**src/rtl/pipe_hazard_ctrl.sv**
```systemverilog
// Hazard and redirect control for a classic 5-stage pipeline: picks the PC source,
// freezes/flushes IF/ID, bubbles ID/EX, and counts redirects and load-use stalls.
module pipe_hazard_ctrl #(
    parameter int CNT_W = 16
) (
    input  logic             clk,
    input  logic             rst_n,
    input  logic [31:0]      id_inst,
    input  logic [31:0]      ex_inst,
    input  logic             br_taken,
    input  logic             mem_hold,
    output logic [1:0]       pc_sel,
    output logic             ifid_write,
    output logic             ifid_flush,
    output logic             idex_bubble,
    output logic [1:0]       state,
    output logic [CNT_W-1:0] redirect_cnt,
    output logic [CNT_W-1:0] stall_cnt
);

    localparam logic [6:0] OPC_BRANCH = 7'b1100011;
    localparam logic [6:0] OPC_JAL    = 7'b1101111;
    localparam logic [6:0] OPC_JALR   = 7'b1100111;
    localparam logic [6:0] OPC_LOAD   = 7'b0000011;
    localparam logic [6:0] OPC_LUI    = 7'b0110111;
    localparam logic [6:0] OPC_AUIPC  = 7'b0010111;
    localparam logic [6:0] OPC_OP     = 7'b0110011;
    localparam logic [6:0] OPC_STORE  = 7'b0100011;

    localparam logic [1:0] PC_SEQ    = 2'd0;
    localparam logic [1:0] PC_BRANCH = 2'd1;
    localparam logic [1:0] PC_JUMP   = 2'd2;
    localparam logic [1:0] PC_HOLD   = 2'd3;

    typedef enum logic [1:0] {
        ST_RUN     = 2'd0,
        ST_LDSTALL = 2'd1,
        ST_REDIR   = 2'd2
    } state_t;

    state_t     state_q, state_d;
    logic       id_valid_q, id_valid_d;
    logic       ex_valid_q, ex_valid_d;
    logic [1:0] cnt_inc;

    logic [6:0] id_op, ex_op;
    logic [4:0] ex_rd;
    logic       ex_is_jump, redirect, uses_rs1, uses_rs2, load_use;

    always_comb begin
        id_op      = id_inst[6:0];
        ex_op      = ex_inst[6:0];
        ex_rd      = ex_inst[11:7];
        ex_is_jump = (ex_op == OPC_JAL) || (ex_op == OPC_JALR);
        redirect   = ex_valid_q && (ex_is_jump || ((ex_op == OPC_BRANCH) && br_taken));
        uses_rs1   = !((id_op == OPC_LUI) || (id_op == OPC_AUIPC) || (id_op == OPC_JAL));
        uses_rs2   = (id_op == OPC_OP) || (id_op == OPC_STORE) || (id_op == OPC_BRANCH);
        load_use   = ex_valid_q && id_valid_q && (ex_op == OPC_LOAD) && (ex_rd != 5'd0) &&
                     ((uses_rs1 && (ex_rd == id_inst[19:15])) ||
                      (uses_rs2 && (ex_rd == id_inst[24:20])));
    end

    // One action per cycle, highest priority first; a held pipeline changes no state.
    always_comb begin
        pc_sel      = PC_SEQ;
        ifid_write  = 1'b1;
        ifid_flush  = 1'b0;
        idex_bubble = 1'b0;
        state_d     = state_q;
        id_valid_d  = id_valid_q;
        ex_valid_d  = ex_valid_q;
        cnt_inc     = 2'b00;
        if (mem_hold) begin
            pc_sel     = PC_HOLD;
            ifid_write = 1'b0;
        end else if (redirect) begin
            pc_sel      = ex_is_jump ? PC_JUMP : PC_BRANCH;
            ifid_flush  = 1'b1;
            idex_bubble = 1'b1;
            id_valid_d  = 1'b0;
            ex_valid_d  = 1'b0;
            state_d     = ST_REDIR;
            cnt_inc[0]  = 1'b1;
        end else if (load_use) begin
            pc_sel      = PC_HOLD;
            ifid_write  = 1'b0;
            idex_bubble = 1'b1;
            ex_valid_d  = 1'b0;
            state_d     = ST_LDSTALL;
            cnt_inc[1]  = 1'b1;
        end else begin
            id_valid_d = 1'b1;
            ex_valid_d = id_valid_q;
            state_d    = ST_RUN;
        end
    end

    always_ff @(posedge clk or negedge rst_n) begin
        if (!rst_n) begin
            state_q    <= ST_RUN;
            id_valid_q <= 1'b0;
            ex_valid_q <= 1'b0;
        end else begin
            state_q    <= state_d;
            id_valid_q <= id_valid_d;
            ex_valid_q <= ex_valid_d;
        end
    end

    // Index 0 counts redirects, index 1 counts load-use stalls; both stick at all-ones.
    genvar gi;
    generate
        for (gi = 0; gi < 2; gi++) begin : g_cnt
            logic [CNT_W-1:0] cnt_q, cnt_d;

            always_comb begin
                cnt_d = cnt_q;
                if (cnt_inc[gi] && (cnt_q != {CNT_W{1'b1}}))
                    cnt_d = cnt_q + 1'b1;
            end

            always_ff @(posedge clk or negedge rst_n) begin
                if (!rst_n)
                    cnt_q <= '0;
                else
                    cnt_q <= cnt_d;
            end
        end
    endgenerate

    assign state        = state_q;
    assign redirect_cnt = g_cnt[0].cnt_q;
    assign stall_cnt    = g_cnt[1].cnt_q;

endmodule

```
**config.mk**
```make
export PLATFORM = sky130hd
export DESIGN_NAME = pipe_hazard_ctrl
export DESIGN_NICKNAME = d
export VERILOG_FILES = /design/src/rtl/pipe_hazard_ctrl.sv
export SDC_FILE = /design/constraint.sdc
export NUM_CORES = 1
export LEC_CHECK = 0
export BUFFER_PORTS_ARGS = -buffer_cell sky130_fd_sc_hd__buf_2
export CAP_MARGIN = 10
export CORE_ASPECT_RATIO = 0.7
export CORE_MARGIN = 4
export CORE_UTILIZATION = 40
export DETAILED_ROUTE_END_ITERATION = 10
export PLACE_DENSITY_LB_ADDON = 0.15
export SETUP_SLACK_MARGIN = 0.05
export SYNTH_ARGS = -nofsm -noshare
export SYNTH_HDL_FRONTEND = slang
export SYNTH_SLANG_ARGS = --single-unit
```
**constraint.sdc**
```tcl
create_clock -name clk -period 2.4 [get_ports clk]
set_input_delay 0.36 -clock clk [delete_from_list [all_inputs] [get_ports clk]]
set_output_delay 0.36 -clock clk [all_outputs]
set_load 0.01 [all_outputs]
```
# Word-level counts from Yosys, hierarchy flattened

Cells that the tools add are included.
Widths: inputs -> output; s select.

Input bits: 68
Word-level logic and storage cells: 63
Register bits after elaboration: 36
Output and inout bits: 39

$add $sub $neg: 2
Muxes and demuxes: 20
Eq/ne operators: 15
Reductions and logical operators: 20
Bitwise operators: 1

Operator list:

| operator              | number |
|---|---|
| $eq 7x7->1 const B    | 5 |
| $add 16x1->16 const B | 2 |
| $ne 16x16->1 const B  | 2 |
| $eq 7x6->1 const B    | 3 |
| $mux 1                | 14 |
| $mux 2                | 6 |
| $eq 5x5->1            | 2 |
| $logic_and 1x1->1     | 10 |
| $eq 7x2->1 const B    | 1 |
| $eq 7x5->1 const B    | 1 |
| $logic_or 1x1->1      | 7 |
| $reduce_bool 5->1     | 1 |
| $ne 2x2->1 const B    | 1 |
| $reduce_and 2->1      | 1 |
| $logic_not 1->1       | 1 |
| $not 1->1             | 1 |

# Longest topological paths before layout

Gate-level depths: netlist of the first run.

Word-level depth: 11
Gate-level depth with buffers: 7
Depth with buffers taken out: 7

# Worst setup path after synthesis of the first run

Ideal clock, no wire load.

Path type: input to output
From: in ex_inst[8]
To: out pc_sel[0]
Data arrival time: 1919 ps
Stages: 6
Required time: 2040 ps
Buffers on the path: 1
Path slack: 121 ps
Cells stage by stage: or4_1 > o2111ai_1 > o32ai_4 > buf_6 > nor2_1 > o21ai_0

Word-level cells in the longest chain between the ends: 7
Elaborated cells between the ends (all ways): 11
Classes of those cells: eq/ne (2); mux (3); reduce/logical (6)

RTL lines:

| item                                 | line   | source |
|---|---|---|
| from (decl)                          | 9      | `input logic [31:0] ex_inst,` |
| $eq 5x5->1 (on tied branches)        | 59, 60 |  |
| $logic_and 1x1->1 (on tied branches) | 59, 60 |  |
| $logic_or 1x1->1                     | 59     | `((uses_rs1 && (ex_rd == id_inst[19:15])) \|\|` |
| $logic_and 1x1->1 *                  | 58     | `load_use = ex_valid_q && id_valid_q && (ex_op == OPC_LOAD) && (ex_rd != 5'd0) &&` |
| $mux 2 *                             | 84     | `end else if (load_use) begin` |
| $mux 2 *                             | 76     | `end else if (redirect) begin` |
| $mux 2 *                             | 73     | `if (mem_hold) begin` |
| to (decl)                            | 12     | `output logic [1:0] pc_sel,` |

Every way passes the cells marked *; elsewhere a longest branch is shown, timed or not.

# Final worst setup path of the first run

From: in id_inst[3]
To: out idex_bubble

Word-level cells in the longest chain between the ends: 10
Elaborated cells between the ends (all ways): 18
Classes of those cells: eq/ne (6); mux (3); reduce/logical (9)

RTL lines:

| item                                     | line | source |
|---|---|---|
| from (decl)                              | 8    | `input logic [31:0] id_inst,` |
| $eq 7x6->1 or $eq 7x5->1 (tied branches) | 56   | `uses_rs1 = !((id_op == OPC_LUI) \|\| (id_op == OPC_AUIPC) \|\| (id_op == OPC_JAL));` |
| $logic_or 1x1->1 (2 in a row)            | 56   |  |
| $logic_not 1->1                          | 56   |  |
| $logic_and 1x1->1                        | 59   |  |
| $logic_or 1x1->1 *                       | 59   |  |
| $logic_and 1x1->1 *                      | 58   |  |
| $mux 1 *                                 | 84   |  |
| $mux 1 *                                 | 76   |  |
| $mux 1 *                                 | 73   |  |
| to (decl)                                | 15   | `output logic idex_bubble,` |

Marks and branches as above.

==> summary.txt, run 1 <==
Setup Viol. Count Final - 0
Final Util - 0.5539
HP Class - input pin to asynchronous set/reset pin
Sequential area share after synthesis - 0.4612
Post-Layout Cell Count - 336
Worst-path cell chain - buf_2 -> or3b_1 -> nor4_1 -> nand4_1 -> o32ai_4 -> or2b_1 -> nand2b_1 -> buf_2
Status - completed
Combinational power share - 0.093
Port buffer count - 71
Pint - 0.0008969 W
DP HPWL - 3314 um
First DRT Iteration DRCs - 55
Lkg Pwr - 1.291 nW
CTS tree - done
Final-stage net count - 339
Post-DP Area - 0.002401 mm^2
Number of global-route vias before repair - 1,638
Area of the mapped netlist - 0.001953 mm^2
Largest net degree at the start of global routing - 37
Fin Setup TNS - 0 ns
Slew @ Worst Pin - 0.7864 ns
Fmax achieved - 0.4437 GHz
Initial antenna violation count - 0
IO Count - 107
Synth unique cells - 39
Flops & latches, synth - 36
Sw Share - 0.2345
R2R depth - 7
Pwr dens - 467.0 mW/mm^2
Clock Pin Slew Worst Setup and Hold Paths - 0.07 ns
Final period util - 0.9391
Die X - 91.52 um
Critical path type - input pin to primary output
DRT Pass-1 Iters - 5
Core ar. - 0.004529 mm^2
Clock share of power - 0.376
Reg-to-reg setup timing slack - 0.37 ns
Startpoint Class - input pin
Tmin final - 2.254 ns
DIE HEIGHT - 66.47 um
# fillers - 436
CP dominant cell by count - buf_2
CTS max path bufs - 2
Total wire length - 4402 um
RSZ-0062 raised after global routing - yes
Worst-skew pair later-pin latency - 0.28 ns
Post-Place Cells - 328
Clock Tree Root - clkbuf_8
DR vias/cell - 4.854
Maximum vdd drop - 0.2269 mV
Fin. Hold Viols - 0
TritonCTS sink count - 36
Commonest cells post-synth - dfrtp_1, xnor2_1, nand2_1
Total Routing Usage GR - 0.1543
Met3 Use GR - 0.04402
Area Overhead vs Synth - 28.44%
Pins over their slew limit - 0
WP data arrival - 1.89 ns
Max_slew headroom - 0.4757
Synth Instances - 190
Worst Setup Slack, final - 0.1461 ns
Synth Warn # - 0
FF+latch area - 900.9 um^2
Global routing usage on met2 - 0.2384
Vias - 1,631
Slowest-stage cell, CP - or3b_1
Worst r2r src - redirect_cnt[0]
First-pass GRT wire length - 7555 um
Most Used Layer, Global Route - met2
Post-synth ARST share - 1.000
Clock buffer count from CTS - 5
DR DRC count - 0
H-tree lvl count - 2
Count of flip-flops with a built-in enable after synthesis - 0
# Max-Cap Violations - 0
Slowest cell delay on critical path - 0.37 ns
Overflow after GRT - 0
Full die area - 0.006083 mm^2
Synth top area share - 0.4612
Worst-path maximum fanout - 3
Main synth FF type - dfrtp_1
Share of cells above drive strength 1 - 0.3407
Post-detailed-route count of antenna-violating nets - 0
Pre-CTS WS - 0.1211 ns
Register share of total power - 0.531
Most frequent cell after synthesis - dfrtp_1
RR Endpoint - redirect_cnt[9]
Clock skew - 0.002791 ns
Synth area leaders - dfrtp_1, xnor2_1, xor2_1
Sw power - 0.0002747 W
Post-synth top area cell - dfrtp_1
ANT cells - 0
Initial Util - 0.4312
Crit. End Element - primary output
FP Rows - 20
Syn Nets - 260
CP required - 2.04 ns
WL/cell - 13.10 um
Gpl congestion - 0.7742
Syn_area_per_cell - 10.28 um^2
Met1 GRT Util - 0.2110
Multi-input logic area - 0.001031 mm^2
Design Area, Final - 0.002509 mm^2
[sequential cells by signal, summed over array words and instances (netlist names)]
signal        flops
stall_cnt        16
id_valid_q        1
state             2
ex_valid_q        1
redirect_cnt     16
[metal layers]
metal | wire length [um] | part of all wire
met5 | 0 | 0
met4 | 36 | 0.0082
met3 | 244 | 0.055
met2 | 1834 | 0.42
met1 | 2287 | 0.52
[layout make-up]
type	instances	area share
Multi-Input combinational cell	146	0.4110
Sequential cell	36	0.3591
Timing Repair Buffer	75	0.1536
Clock buffer	8	0.03591
Tap cell	66	0.03292
Inverter	5	0.007481
[timing repair]
item                                    in CTS  in global routing
setup buffers                                0                  0
gates resized for setup                      0                  3
endpoints found under the setup margin       0                  3
hold buffers                                 0                  0
endpoints found under the hold margin        0                  0
[layout by cell type, fill, tap and decap left out, drive strengths merged, types with 8 or more instances in the layout]
cell type,netlist,final
nand3,16,16
clkbuf,1,8
buf,2,75
dfrtp,36,36
nor2,12,12
and3,11,11
nand4,10,10
xnor2,26,26
nand2,18,18
xor2,11,11
[per-stage QoR]
step                total power (W)  hold slack, ns
floorplan                 0.0006767         0.06441
global placement          0.0007395          0.4620
detailed placement        0.0007418          0.4634
CTS                        0.001189          0.1872
global route               0.001231          0.2404
finish                     0.001172          0.1587
[cell families (layout without fill, tap and decap cells)]
group	after synthesis	after routing	share of synthesized area
muxes	3	3	0.01730
AOI/OAI and AO/OA	19	19	0.08201
xor gates and xnor gates	37	37	0.1659
buffers and inverters	8	88	0.01986
and+or+nand+nor	85	85	0.2409
adders and majority gates	2	2	0.01281
DFF	36	36	0.4612
[how the worst max path moves through the flow]
stage,start,to,slack (ns),cells past startpoint
floorplan,ex_inst[8],pc_sel[0],0.12,6
CTS,ex_inst[8],pc_sel[1],0.12,7
global route,ex_inst[8],pc_sel[0],0.01,7
global placement,id_inst[3],idex_bubble,0.12,8
detailed placement,ex_inst[8],stall_cnt[1],0.12,7
finish,id_inst[3],idex_bubble,0.15,8
[power groups by stage]
| stage | logic (W) | registers (W) | clock network (W) |
|---|---|---|---|
| 2_1_floorplan | 0.0000411 | 0.000636 | 0 |
| 3_3_place_gp | 0.000106 | 0.000633 | 0 |
| 3_5_place_dp | 0.000109 | 0.000633 | 0 |
| 4_1_cts | 0.000109 | 0.000621 | 0.000459 |
| 5_1_grt | 0.000124 | 0.000623 | 0.000484 |
| 6_report | 0.000109 | 0.000622 | 0.000441 |
[worst max-delay path, delay by kind of cell]
kind / cells / cell delay [ns]
buf+inv: 2 / 0.24
compound gates: 1 / 0.15
simple gates: 5 / 1.15
No activity file was read; power rests on OpenSTA's default activity.
==> run 2, diff against run 1 <==
--- a/config.mk
+++ b/config.mk
@@ -11,6 +11,7 @@
 export CORE_MARGIN = 4
 export CORE_UTILIZATION = 40
 export DETAILED_ROUTE_END_ITERATION = 10
+export MAX_ROUTING_LAYER = met4
 export PLACE_DENSITY_LB_ADDON = 0.15
 export SETUP_SLACK_MARGIN = 0.05
 export SYNTH_ARGS = -nofsm -noshare
==> constraint.sdc (replaced) <==
create_clock -name clk -period 2.2 [get_ports clk]
set_input_delay 0.33 -clock clk [delete_from_list [all_inputs] [get_ports clk]]
set_output_delay 0.33 -clock clk [all_outputs]
set_load 0.01 [all_outputs]
==> run 2 against run 1 <==
  * Cell area up 2.6%
  * Largest power group unchanged
  * Highest routed layer unchanged
  * Worst hold slack worse by 0.038 ns
  * Final cell count up 1.5%
  * Via count up 1.1%
  * Die area unchanged
  * Clock power down 2%
  * Clock skew up 0.0067 ns
  * First-iteration DRC count up 24%
==> summary.txt, run 2 (same netlist as run 1, synthesis figures left out) <==
HP Class - input pin to asynchronous set/reset pin
CTS tree - done
Pre-CTS WS - -0.03391 ns (-0.1550 ns)
Startpoint Class - input pin
Core ar. - 0.004529 mm^2 (unchanged)
Share of cells above drive strength 1 - 0.3709 (+0.03017)
Cts hold-fix bufs - 0 (unchanged)
Clock skew - 0.009447 ns (+0.006656 ns)
ANT cells - 0 (unchanged)
Fin. Hold Viols - 0 (unchanged)
Initial antenna violation count - 0 (unchanged)
Vias - 1,649 (+1.1%)
CP required - 1.87 ns (-0.17 ns)
FP Rows - 20 (unchanged)
Pwr dens - 482.2 mW/mm^2 (+3.2%)
DRT Pass-1 Iters - 4 (-1)
Setup Viol. Count Final - 0 (unchanged)
CTS max path bufs - 2 (unchanged)
Post-Place Cells - 332 (+1.2%)
Status - completed
Post-Layout Cell Count - 341 (+1.5%)
Gpl congestion - 0.8275 (+6.9%)
Worst-path maximum fanout - 3 (unchanged)
Clock Tree Root - clkbuf_8
WP data arrival - 1.84 ns (-0.05 ns)
# Max-Cap Violations - 0 (unchanged)
Fmax achieved - 0.4616 GHz
Initial Util - 0.4312 (unchanged)
Lkg Pwr - 1.321 nW (+2.3%)
Post-detailed-route count of antenna-violating nets - 0 (unchanged)
Full die area - 0.006083 mm^2 (unchanged)
Slew @ Worst Pin - 0.7820 ns (-0.004444 ns)
Overflow after GRT - 0 (unchanged)
Clock buffer count from CTS - 5 (unchanged)
Crit. End Element - primary output
Most frequent cells in the layout - buf_2, dfrtp_1, xnor2_1
Worst-skew pair later-pin latency - 0.28 ns (about the same)
Most common cell after layout, fill and taps aside - buf_2
Final period util - 0.9848
DR vias/cell - 4.836 (-0.38%)
First DRT Iteration DRCs - 68 (+24%)
Clock Pin Slew Worst Setup and Hold Paths - 0.07 ns (about the same)
Final-stage net count - 345 (+1.8%)
Total Routing Usage GR - 0.1575 (+0.003224)
Port buffer count - 71 (unchanged)
RSZ-0062 raised after global routing - yes
Area Overhead vs Synth - 31.84%
Largest net degree at the start of global routing - 37 (unchanged)
DP HPWL - 3312 um (about the same)
Max_slew headroom - 0.4787 (+0.002962)
Critical path type - input pin to primary output
Pins over their slew limit - 0 (unchanged)
Number of global-route vias before repair - 1,658 (+1.2%)
H-tree lvl count - 2 (unchanged)
Die X - 91.52 um (unchanged)
DIE HEIGHT - 66.47 um (unchanged)
Final Util - 0.5685 (+0.01464)
Tmin final - 2.166 ns
Reg-to-reg setup timing slack - 0.20 ns (-0.17 ns)
Maximum vdd drop - 0.2583 mV (+14%)
Worst-case hold slack - 0.1206 ns (-0.03819 ns)
TritonCTS sink count - 36 (unchanged)
Worst Setup Slack, final - 0.03351 ns (-0.1126 ns)
WL/cell - 12.70 um (-3.1%)
First-pass GRT wire length - 7562 um (about the same)
IO Count - 107 (unchanged)
Total wire length - 4330 um (-1.6%)
DR DRC count - 0 (unchanged)
## run 2: power breakdown
group / switching (W) / total [W] / leakage, nW / internal [W]
Sequential: 0.00000778 / 0.000678 / 0.488 / 0.000670
Combinational: 0.0000704 / 0.000130 / 0.791 / 0.0000596
Clock: 0.000219 / 0.000434 / 0.0410 / 0.000215
Total: 0.000297 / 0.00124 / 1.32 / 0.000945
## run 2: worst paths after layout
path	startpoint	to	cells past startpoint
setup / recovery	id_inst[2]	idex_bubble	8
hold / removal	rst_n	stall_cnt[11]	1
setup reg to reg	redirect_cnt[0]	redirect_cnt[9]	7
hold reg to reg	state[1]	state[1]	1
max in group asynchronous	rst_n	state[0]	1
min in group clk	mem_hold	state[0]	3
## run 2: area by class of cell
| type | count | area, um^2 |
|---|---|---|
| clock buffer | 6 | 72.57 |
| clock inverter | 1 | 5.005 |
| fill | 384 | 1954 |
| inverter | 5 | 18.77 |
| multi-input combinational | 146 | 1061 |
| sequential | 36 | 900.9 |
| tap | 66 | 82.58 |
| timing repair buffer | 81 | 434.2 |
## run 2: stage by stage
step           cell area (um^2)  total power (W)  setup TNS [ns]
2_1_floorplan              1956        0.0007389               0
3_3_place_gp               2434        0.0008108         -0.1559
3_5_place_dp               2434        0.0008112        -0.08338
4_1_cts                    2572         0.001265               0
5_1_grt                    2575         0.001303         -0.2547
6_report                   2575         0.001242               0
## run 2: what timing repair did
action	in CTS	in global routing
pin swaps	7	1
gates cloned	0	0
endpoints found under the hold margin	0	0
setup buffers	2	0
setup endpoints to repair	4	5
gates resized for setup	8	1
## run 2: worst max-delay path: stages
cell	delay (ns)
buf_2	0.10
or3b_1	0.37
nor4_1	0.19
nand4_1	0.18
o32ai_4	0.18
or2b_1	0.27
nand2b_1	0.08
buf_2	0.13
## run 2: routing by layer
metal / global-route usage / wire, um
met1: 0.2153 / 2218
met2: 0.2366 / 1839
met3: 0.04176 / 258
met4: 0.03383 / 13
met5: - / 0
==> run 3, diff against run 2 <==
--- a/config.mk
+++ b/config.mk
@@ -5,12 +5,12 @@
 export SDC_FILE = /design/constraint.sdc
 export NUM_CORES = 1
 export LEC_CHECK = 0
-export BUFFER_PORTS_ARGS = -buffer_cell sky130_fd_sc_hd__buf_2
 export CAP_MARGIN = 10
 export CORE_ASPECT_RATIO = 0.7
 export CORE_MARGIN = 4
-export CORE_UTILIZATION = 40
+export CORE_UTILIZATION = 33
 export DETAILED_ROUTE_END_ITERATION = 10
+export DONT_BUFFER_PORTS = 1
 export MAX_ROUTING_LAYER = met4
 export PLACE_DENSITY_LB_ADDON = 0.15
 export SETUP_SLACK_MARGIN = 0.05
==> run 3 against run 2 <==
  * Non-clock buffer count shrank 66
  * Final cell count fell by 16%
  * Clock power up 47%
  * Critical path depth shrank 2
  * Maximum frequency rose by 2.6%
  * Sequential power decreased by 0.6%
  * Core utilization decreased by 17 points
  * Wire length is 4.6% higher
  * Largest power group unchanged
==> summary.txt, run 3 (same netlist as run 1, synthesis figures left out) <==
Status - completed
CP required - 1.87 ns (about the same)
Fin. Hold Viols - 0 (unchanged)
Pwr dens - 611.2 mW/mm^2 (+27%)
Area Overhead vs Synth - 17.49%
Buffers & Inverters on Critical Path - 2 (unchanged)
Pwr Total - 0.001403 W (+13%)
DRT Pass-1 Iters - 4 (unchanged)
Final period util - 0.9603 (-0.02449)
Fin Setup TNS - 0 ns (unchanged)
DP HPWL - 3450 um (+4.2%)
Worst-path cell chain - or4_1 -> o2111ai_1 -> o32ai_4 -> buf_4 -> nor2_2 -> buf_4
Number of global-route vias before repair - 1,598 (-3.6%)
Most common cell after layout, fill and taps aside - dfrtp_1
Slew @ Worst Pin - 0.3077 ns (-0.4742 ns)
Full die area - 0.007233 mm^2 (+19%)
Clock skew - 0.002099 ns (-0.007348 ns)
Total Routing Usage GR - 0.1372 (-0.02035)
CTS tree - done
Startpoint Class - input pin
Vias - 1,459 (-12%)
Reg-to-reg setup timing slack - 0.22 ns (+0.02 ns)
RR Endpoint - stall_cnt[15]
Core ar. - 0.005727 mm^2 (+26%)
# Max-Cap Violations - 0 (unchanged)
ANT cells - 0 (unchanged)
Most frequent cells in the layout - dfrtp_1, xnor2_1, nand2_1
Largest net degree at the start of global routing - 37 (unchanged)
IO Count - 107 (unchanged)
Hold path cells - 1
Final-stage net count - 279 (-19%)
Clock Tree Root - clkbuf_8
R2R depth - 8 (+1)
Clock Pin Slew Worst Setup and Hold Paths - 0.07 ns (about the same)
RSZ-0062 raised after global routing - yes
CP dominant cell by count - buf_4
Design Area, Final - 0.002295 mm^2 (-11%)
DR vias/cell - 5.119 (+5.9%)
Maximum vdd drop - 0.2934 mV (+14%)
Total wire length - 4529 um (+4.6%)
Die X - 99.95 um (+9.2%)
WP data arrival - 1.78 ns (-0.06 ns)
Share of cells above drive strength 1 - 0.1571 (-0.2138)
Worst-path maximum fanout - 3 (unchanged)
DR DRC count - 0 (unchanged)
Max_slew headroom - 0.7949 (+0.3162)
Gpl congestion - 0.7756 (-6.3%)
WL/cell - 15.89 um (+25%)
Slowest cell delay on critical path - 0.59 ns (+0.22 ns)
Hold_sp - mem_hold
Fmax achieved - 0.4734 GHz (+2.6%)
Critical path type - input pin to primary output
Initial antenna violation count - 0 (unchanged)
Pins over their slew limit - 0 (unchanged)
Hold worst-path end - id_valid_q
Setup Viol. Count Final - 0 (unchanged)
Post-Layout Cell Count - 285 (-16%)
Slowest-stage cell, CP - or4_1
Port buffer count - 0 (-100%)
Clock buffer count from CTS - 5 (unchanged)
HP Class - input pin to flop
Tmin final - 2.113 ns (-0.05389 ns)
FP Rows - 23 (+15%)
Initial Util - 0.3411 (-0.09016)
Post-detailed-route count of antenna-violating nets - 0 (unchanged)
Worst-skew pair later-pin latency - 0.28 ns (about the same)
First-pass GRT wire length - 7665 um (+1.4%)
Post-DP Area - 0.002105 mm^2 (-14%)
First DRT Iteration DRCs - 32 (-53%)
CTS max path bufs - 2 (unchanged)
DIE HEIGHT - 72.37 um (+8.9%)
TritonCTS sink count - 36 (unchanged)
CP delay by family, top - simple AND/OR/NAND/NOR gates
Post-Place Cells - 272 (-18%)
Overflow after GRT - 0 (unchanged)
H-tree lvl count - 2 (unchanged)
Worst r2r src - ex_valid_q
Crit. End Element - primary output
Lkg Pwr - 1.034 nW (-22%)
run 3: worst reg2reg max path: cells and delay by family, from the launching register on:
| kind | cells | cell delay, ns |
|---|---|---|
| AOI/OAI and AO/OA | 2 | 0.35 |
| muxes | 1 | 0.28 |
| buffers and inverters | 2 | 0.39 |
| and+or+nand+nor | 3 | 0.50 |
| DFF | 1 | 0.34 |
run 3: layer usage:
layer	wire (um)	vias to the layer above	track usage
met5	0	-	-
met4	38	0	0.03333
met3	437	5	0.06244
met2	2090	39	0.2173
met1	1962	712	0.1600
li1	-	703	-
run 3: final cells by class:
cell class,instances,area [um^2]
flip-flops and latches,36,900.9
clock buffers,7,96.34
well taps,75,93.84
multi-input cells,146,1027
inverters,5,18.77
clock inverters,1,30.03
repair buffers,15,127.6
fillers,555,3432
run 3: worst max path at each step:
stage / depth (start not counted) / startpoint / to / slack [ns]
detailed placement: 7 / id_inst[3] / stall_cnt[15] / 0.07
finish: 6 / ex_inst[8] / ifid_write / 0.09
global route: 6 / ex_valid_q / idex_bubble / -0.05
floorplan: 6 / ex_inst[8] / pc_sel[0] / 0.11
global placement: 7 / id_inst[3] / stall_cnt[15] / 0.11
CTS: 6 / ex_valid_q / idex_bubble / 0.05
run 3: where the power goes:
part / leakage [nW] / switching, W / internal (W) / total, W
clock network: 0.0645 / 0.000238 / 0.000400 / 0.000638
logic: 0.481 / 0.0000496 / 0.0000414 / 0.0000909
registers: 0.488 / 0.00000448 / 0.000669 / 0.000674
total: 1.03 / 0.000292 / 0.00111 / 0.00140
run 3: per-stage QoR:
stage / setup WS (ns) / hold WS (ns) / utilization
finish: 0.08740 / 0.1280 / 0.4007
global route: -0.05106 / 0.1146 / 0.4007
CTS: 0.05264 / 0.1198 / 0.4007
detailed placement: 0.06506 / 0.03501 / 0.3675
global placement: 0.1060 / 0.03521 / 0.3675
floorplan: 0.1100 / 0.03441 / -
run 3: repair_timing:
action                                  in CTS  in global routing
resized for setup                            2                  0
buffers inserted                             3                  0
pin swaps                                    2                  0
hold buffers                                 2                  0
endpoints found under the setup margin       1                  4
hold endpoints to repair                    36                  0
